### config.mk
export PLATFORM = sky130hd
export DESIGN_NAME = keypad_scanner
export DESIGN_NICKNAME = d
export VERILOG_FILES = /design/src/rtl/keypad_scanner.sv
export SDC_FILE = /design/constraint.sdc
export NUM_CORES = 1
export LEC_CHECK = 0
export CAP_MARGIN = 15
export CELL_PAD_IN_SITES_DETAIL_PLACEMENT = 0
export CELL_PAD_IN_SITES_GLOBAL_PLACEMENT = 1
export CORE_MARGIN = 1.5
export CORE_UTILIZATION = 36
export DETAILED_ROUTE_END_ITERATION = 8
export GPL_ROUTABILITY_DRIVEN = 0
export PLACE_DENSITY = 0.65
export SLEW_MARGIN = 40
export SYNTH_ARGS = -nofsm -noshare
export SYNTH_HDL_FRONTEND = slang
export SYNTH_SLANG_ARGS = --single-unit
### constraint.sdc
create_clock -name clk -period 2.14 [get_ports clk]
set_clock_uncertainty 0.05 [all_clocks]
set_input_delay 0.428 -clock clk [delete_from_list [all_inputs] [get_ports clk]]
set_output_delay 0.428 -clock clk [all_outputs]
set_load 0.05 [all_outputs]
### src/rtl/keypad_scanner.sv
// ---------------------------------------------------------------------------
// keypad_scanner
//   Scans a 4x4 active-low matrix keypad one column at a time, debounces
//   both press and release, and hands the key index to a consumer through
//   a valid/ack handshake.
//
// Parameters
//   SCAN_DIV      cycles each column is driven before its rows are sampled
//   DEBOUNCE_CNT  consecutive stable cycles required for press and release
//
// Ports
//   clk        system clock, rising edge
//   rst_n      asynchronous active-low reset
//   row_in     keypad rows, active-low, asynchronous to clk
//   key_ack    consumer acknowledge
//   col_out    column drive, active-low, exactly one bit low
//   key_code   latched key index, row*4 + column
//   key_valid  key_code holds an unacknowledged key
//   overrun    sticky, a key was dropped while key_valid was high
//
// State table
//   ST_SCAN     | drive column col_q for SCAN_DIV cycles, sample rows on last
//   ST_DEBOUNCE | column held, count cycles rows match the captured pattern
//   ST_PRESSED  | key reported, column held until all rows read high
//   ST_RELEASE  | count consecutive all-high cycles before scanning resumes
// ---------------------------------------------------------------------------
module keypad_scanner #(
   parameter int unsigned SCAN_DIV     = 1000,
   parameter int unsigned DEBOUNCE_CNT = 50000
) (
   input  logic       clk,
   input  logic       rst_n,
   input  logic [3:0] row_in,
   input  logic       key_ack,
   output logic [3:0] col_out,
   output logic [3:0] key_code,
   output logic       key_valid,
   output logic       overrun
);

   typedef enum logic [1:0] {
      ST_SCAN     = 2'd0,
      ST_DEBOUNCE = 2'd1,
      ST_PRESSED  = 2'd2,
      ST_RELEASE  = 2'd3
   } state_t;

   localparam logic [15:0] DWELL_LAST = 16'(SCAN_DIV - 1);
   localparam logic [19:0] DEB_DONE   = 20'(DEBOUNCE_CNT);

   state_t      state_q, state_d;
   logic [1:0]  col_q, col_d;
   logic [15:0] dwell_q, dwell_d;
   logic [19:0] deb_q, deb_d;
   logic [3:0]  row_cap_q, row_cap_d;
   logic [3:0]  row_meta_q, row_sync_q;
   logic [3:0]  key_code_q, key_code_d;
   logic        key_valid_q, key_valid_d;
   logic        overrun_q, overrun_d;

   logic        any_low;
   logic        complete;
   logic [1:0]  row_idx;
   logic        ack_eff;

   // -------------------------------------------------------------------------
   // State register (includes the row synchronizer, reset to released)
   // -------------------------------------------------------------------------
   always_ff @(posedge clk or negedge rst_n) begin
      if (!rst_n) begin
         state_q     <= ST_SCAN;
         col_q       <= 2'd0;
         dwell_q     <= 16'd0;
         deb_q       <= 20'd0;
         row_cap_q   <= 4'hF;
         row_meta_q  <= 4'hF;
         row_sync_q  <= 4'hF;
         key_code_q  <= 4'h0;
         key_valid_q <= 1'b0;
         overrun_q   <= 1'b0;
      end else begin
         state_q     <= state_d;
         col_q       <= col_d;
         dwell_q     <= dwell_d;
         deb_q       <= deb_d;
         row_cap_q   <= row_cap_d;
         row_meta_q  <= row_in;
         row_sync_q  <= row_meta_q;
         key_code_q  <= key_code_d;
         key_valid_q <= key_valid_d;
         overrun_q   <= overrun_d;
      end
   end

   // -------------------------------------------------------------------------
   // Next-state logic
   // -------------------------------------------------------------------------
   assign any_low = ~&row_sync_q;

   always_comb begin
      state_d   = state_q;
      col_d     = col_q;
      dwell_d   = dwell_q;
      deb_d     = deb_q;
      row_cap_d = row_cap_q;
      complete  = 1'b0;

      unique case (state_q)
         ST_SCAN: begin
            if (dwell_q >= DWELL_LAST) begin
               dwell_d = 16'd0;
               if (any_low) begin
                  row_cap_d = row_sync_q;
                  deb_d     = 20'd0;
                  state_d   = ST_DEBOUNCE;
               end else begin
                  col_d = col_q + 2'd1;
               end
            end else if (dwell_q != '1) begin
               dwell_d = dwell_q + 16'd1;
            end
         end

         ST_DEBOUNCE: begin
            if (deb_q >= DEB_DONE) begin
               complete = 1'b1;
               deb_d    = 20'd0;
               state_d  = ST_PRESSED;
            end else if (row_sync_q == row_cap_q) begin
               deb_d = deb_q + 20'd1;
            end else begin
               deb_d   = 20'd0;
               dwell_d = 16'd0;
               col_d   = col_q + 2'd1;
               state_d = ST_SCAN;
            end
         end

         ST_PRESSED: begin
            if (!any_low) begin
               deb_d   = 20'd0;
               state_d = ST_RELEASE;
            end
         end

         ST_RELEASE: begin
            if (any_low) begin
               deb_d   = 20'd0;
               state_d = ST_PRESSED;
            end else if (deb_q >= DEB_DONE) begin
               deb_d   = 20'd0;
               dwell_d = 16'd0;
               col_d   = col_q + 2'd1;
               state_d = ST_SCAN;
            end else begin
               deb_d = deb_q + 20'd1;
            end
         end

         default: state_d = ST_SCAN;
      endcase
   end

   // -------------------------------------------------------------------------
   // Output logic: column decode, key encode and the valid/ack handshake
   // -------------------------------------------------------------------------
   // Lowest-index low row wins when several rows are low together.
   always_comb begin
      row_idx = 2'd0;
      for (int i = 3; i >= 0; i--) begin
         if (!row_cap_q[i]) row_idx = 2'(i);
      end
   end

   assign ack_eff = key_ack & key_valid_q;

   // An ack on the same edge as a completion frees the slot, so the new key
   // is taken instead of being counted as an overrun.
   always_comb begin
      key_code_d  = key_code_q;
      key_valid_d = key_valid_q;
      overrun_d   = overrun_q;
      if (ack_eff) begin
         key_valid_d = 1'b0;
         overrun_d   = 1'b0;
      end
      if (complete) begin
         if (!key_valid_q || ack_eff) begin
            key_code_d  = {row_idx, col_q};
            key_valid_d = 1'b1;
         end else begin
            overrun_d = 1'b1;
         end
      end
   end

   assign col_out   = ~(4'b0001 << col_q);
   assign key_code  = key_code_q;
   assign key_valid = key_valid_q;
   assign overrun   = overrun_q;

endmodule

==> results.toml <==
[route]
wl_met1_mm = 3.31
wirelength_mm = 7.18
routed-wl-met2_mm = 3.57
viasPerCell = 5.43
drc_errors = 0
first_pass_iters = 4
routedWlPerCell_um = 15.4
ant_nets = 0
vias = 2529
wl_met3_um = 233
drtIter0Drc = 91
routed.top_layer = "met4"

[sta]
fmax_mhz = 477
drv_slew = 0
rsz0062_at_grt = "true"
worstMarginPinSlew_ps = 603
setup_violations = 0
slew_headroom_pct = 59.5
fin_tns_setup_ps = 0
hold_slack_ps = 21.2
fin_crit_sh_pct = 98.0
min_period_ps = 2100
finalHoldViolations = 0
worst_slack_ps = 43.0

[synthesis]
synth-edff-count = 0
yosysUniqueCellTypes = 57
synthArstFlopShare_pct = 100
avgSynthCellArea_sq_um = 10.4
synth_top_area_cell = "dfrtp_1"
synthFlopType = "dfrtp_1"
synth_top_area_share_pct = 37.8
synth_nets = 306
synthCells = 292
ys_warn_count = 0
synth_seq_cells = 58
ys_seq_area_share_pct = 48.1
synth_area_leaders = "dfrtp_1 (38%), dfstp_2 (10%), mux2_2 (3.3%)"
netlist_area_sq_mm = 0.00305

[critical_path]
critPathRequiredTime_ps = 2320
worstRegToRegCells = 5
setup.worst_path.end_class = "register"
critPathKind = "register to register"
cp_data_arrival_time_ps = 2270
cp-start-kind = "register"
crit-reg2reg-capture = "col_q[1]"
critPathMaxFanout = 5
rrSetupSlack_ps = 40
r2r_start = "deb_q[12]"

[cts]
cts-buffers-inserted = 9
htree_levels = 3
clk_pin_slew_ps = 80
cts_tree = "built"
holdBufCountCts = 0
cts-root-buf = "clkbuf_8"
insertion_delay_ps = 340
cts.sinks = 58
clockBufferDepth = 2

[layout]
stdcell_count = 466
drive_gt1_share_pct = 32.4
area_growth_pct = 31.0
nets = 370
fillCellCount = 770
diodes = 0
final_cell_area_sq_mm = 0.00399
finish.utilization_pct = 48.6

[place]
place_ws_ps = -16.4
io_buffers = 16
dp_cells = 445
dpl_cell_area_sq_mm = 0.00361
place_hpwl_mm = 4.96

[power_and_ir_drop]
p_leak_nw = 1.82
peakVddDrop_mv = 0.500
power-per-cell-area_mw_per_mm2 = 617
finalPower_mw = 2.46

[run_status]
status = "finished clean"

[worst_hold_path]
worstHoldPathType = "input port to async pin"

[global_routing]
grt_max_degree = 59
grt_pass1_vias = 2618
grt_util_all_layers_pct = 18.3
grt-ovfl-total = 0
antenna_found_initial = 0
grt_first_pass_wirelength_mm = 12.6

[floorplanning]
die_x_um = 95.0
rows = 33
die_area_sq_mm = 0.00903
initial_utilization_pct = 37.1
die_h_um = 95.0
core-area_sq_mm = 0.00822
num_io_pins = 17

[job]
drv_cap = 0
cells by family after synthesis:
logic type / after synthesis / share of synthesized area, %
and+or+nand+nor: 102 / 19.3
AOI/OAI and AO/OA: 83 / 20.3
DFF: 58 / 48.1
buffers and inverters: 26 / 3.90
muxes: 11 / 4.02
adders and majority gates: 7 / 2.87
xor gates and xnor gates: 5 / 1.44
flip-flops by register name (all words and copies together) (netlist names):
register and flops:
dwell_q 16, row_sync_q 4, row_meta_q 4, row_cap_q 4
state_q 2, col_q 2, overrun 1, deb_q 20
key_code 4, key_valid 1
cell type report:
type,instances,area [sq um],area share (%)
Sequential cell,58,1470,36.7
Timing Repair Buffer,65,542,13.6
Tap cell,105,131,3.29
Multi-Input combinational cell,208,1550,38.8
Clock inverter,7,125,3.13
Inverter,14,52.6,1.32
Clock buffer,9,124,3.10
layer usage:
metal | vias up | track usage (%)
met2 | 27 | 30.1
met3 | 4 | 5.02
met1 | 1266 | 23.4
li1 | 1232 | -
met4 | 0 | 5.47
met5 | - | 0
cells in the mapped netlist, types with 4 or more instances:
cell type   n
dfrtp_1    46
nand2_1    27
inv_1      14
a31oi_1    13
dfstp_2    12
nand3_1    12
nor2_1     12
o21ai_0    11
and3_1     10
mux2_2      9
a21oi_1     8
o22a_1      8
ha_1        7
a22o_1      5
and4_1      5
buf_2       5
clkbuf_1    5
nand4_1     5
nor3_1      5
o21a_1      5
a41oi_1     4
nor4_1      4
xor2_1      4
cell usage in the layout (no fill, tap or decap), types with 3 or more instances in the layout:
cell type         n
nor2_1           12
a31oi_1          13
clkinv_4          3
nor3_1            5
dfrtp_1          46
clkdlybuf4s50_1  11
nand3_1          11
o22a_1            8
and2_1            3
dfstp_2          12
inv_1            14
a41oi_1           4
bufinv_16         3
nand4_1           5
and3_1           10
a32oi_1           3
and4_1            5
nand4b_1          3
mux2_2            9
a311oi_2          3
nor4_2            3
nand2_1          27
a21oi_1           8
ha_1              7
or2_2             3
o21a_1            5
clkbuf_8          9
a41o_1            3
a22o_1            5
o21ai_0          11
buf_4            50
o31ai_1           3
worst max-delay path by stage:
stage                   from          to  slack (ps)  cells past startpoint
5_1_grt            deb_q[12]    col_q[1]         -30                      5
4_1_cts        row_sync_q[2]    deb_q[6]          30                      6
3_3_place_gp       deb_q[18]    col_q[1]         -20                      5
6_report           deb_q[12]    col_q[1]          40                      5
3_5_place_dp       deb_q[18]  dwell_q[9]         -20                      6
2_1_floorplan      deb_q[19]    col_q[1]         110                      6
power breakdown:
group          switching (mW)  total (mW)  internal (mW)
Sequential            0.00472        1.12           1.11
Clock                   0.491        1.27          0.783
Combinational          0.0426      0.0722         0.0296
what timing repair did:
item | in CTS | in global routing
gates resized for setup | 1 | 14
pin swaps | 1 | 6
buffers inserted | 2 | 3
endpoints found under the setup margin | 6 | 22
worst max-delay path, stage by stage (launching register included):
cell      delay [ps]
dfrtp_1          420
nor4_4           350
o311ai_4         200
a211o_1          400
o211ai_2         230
mux2_4           320
No activity file was read; power rests on OpenSTA's default activity.
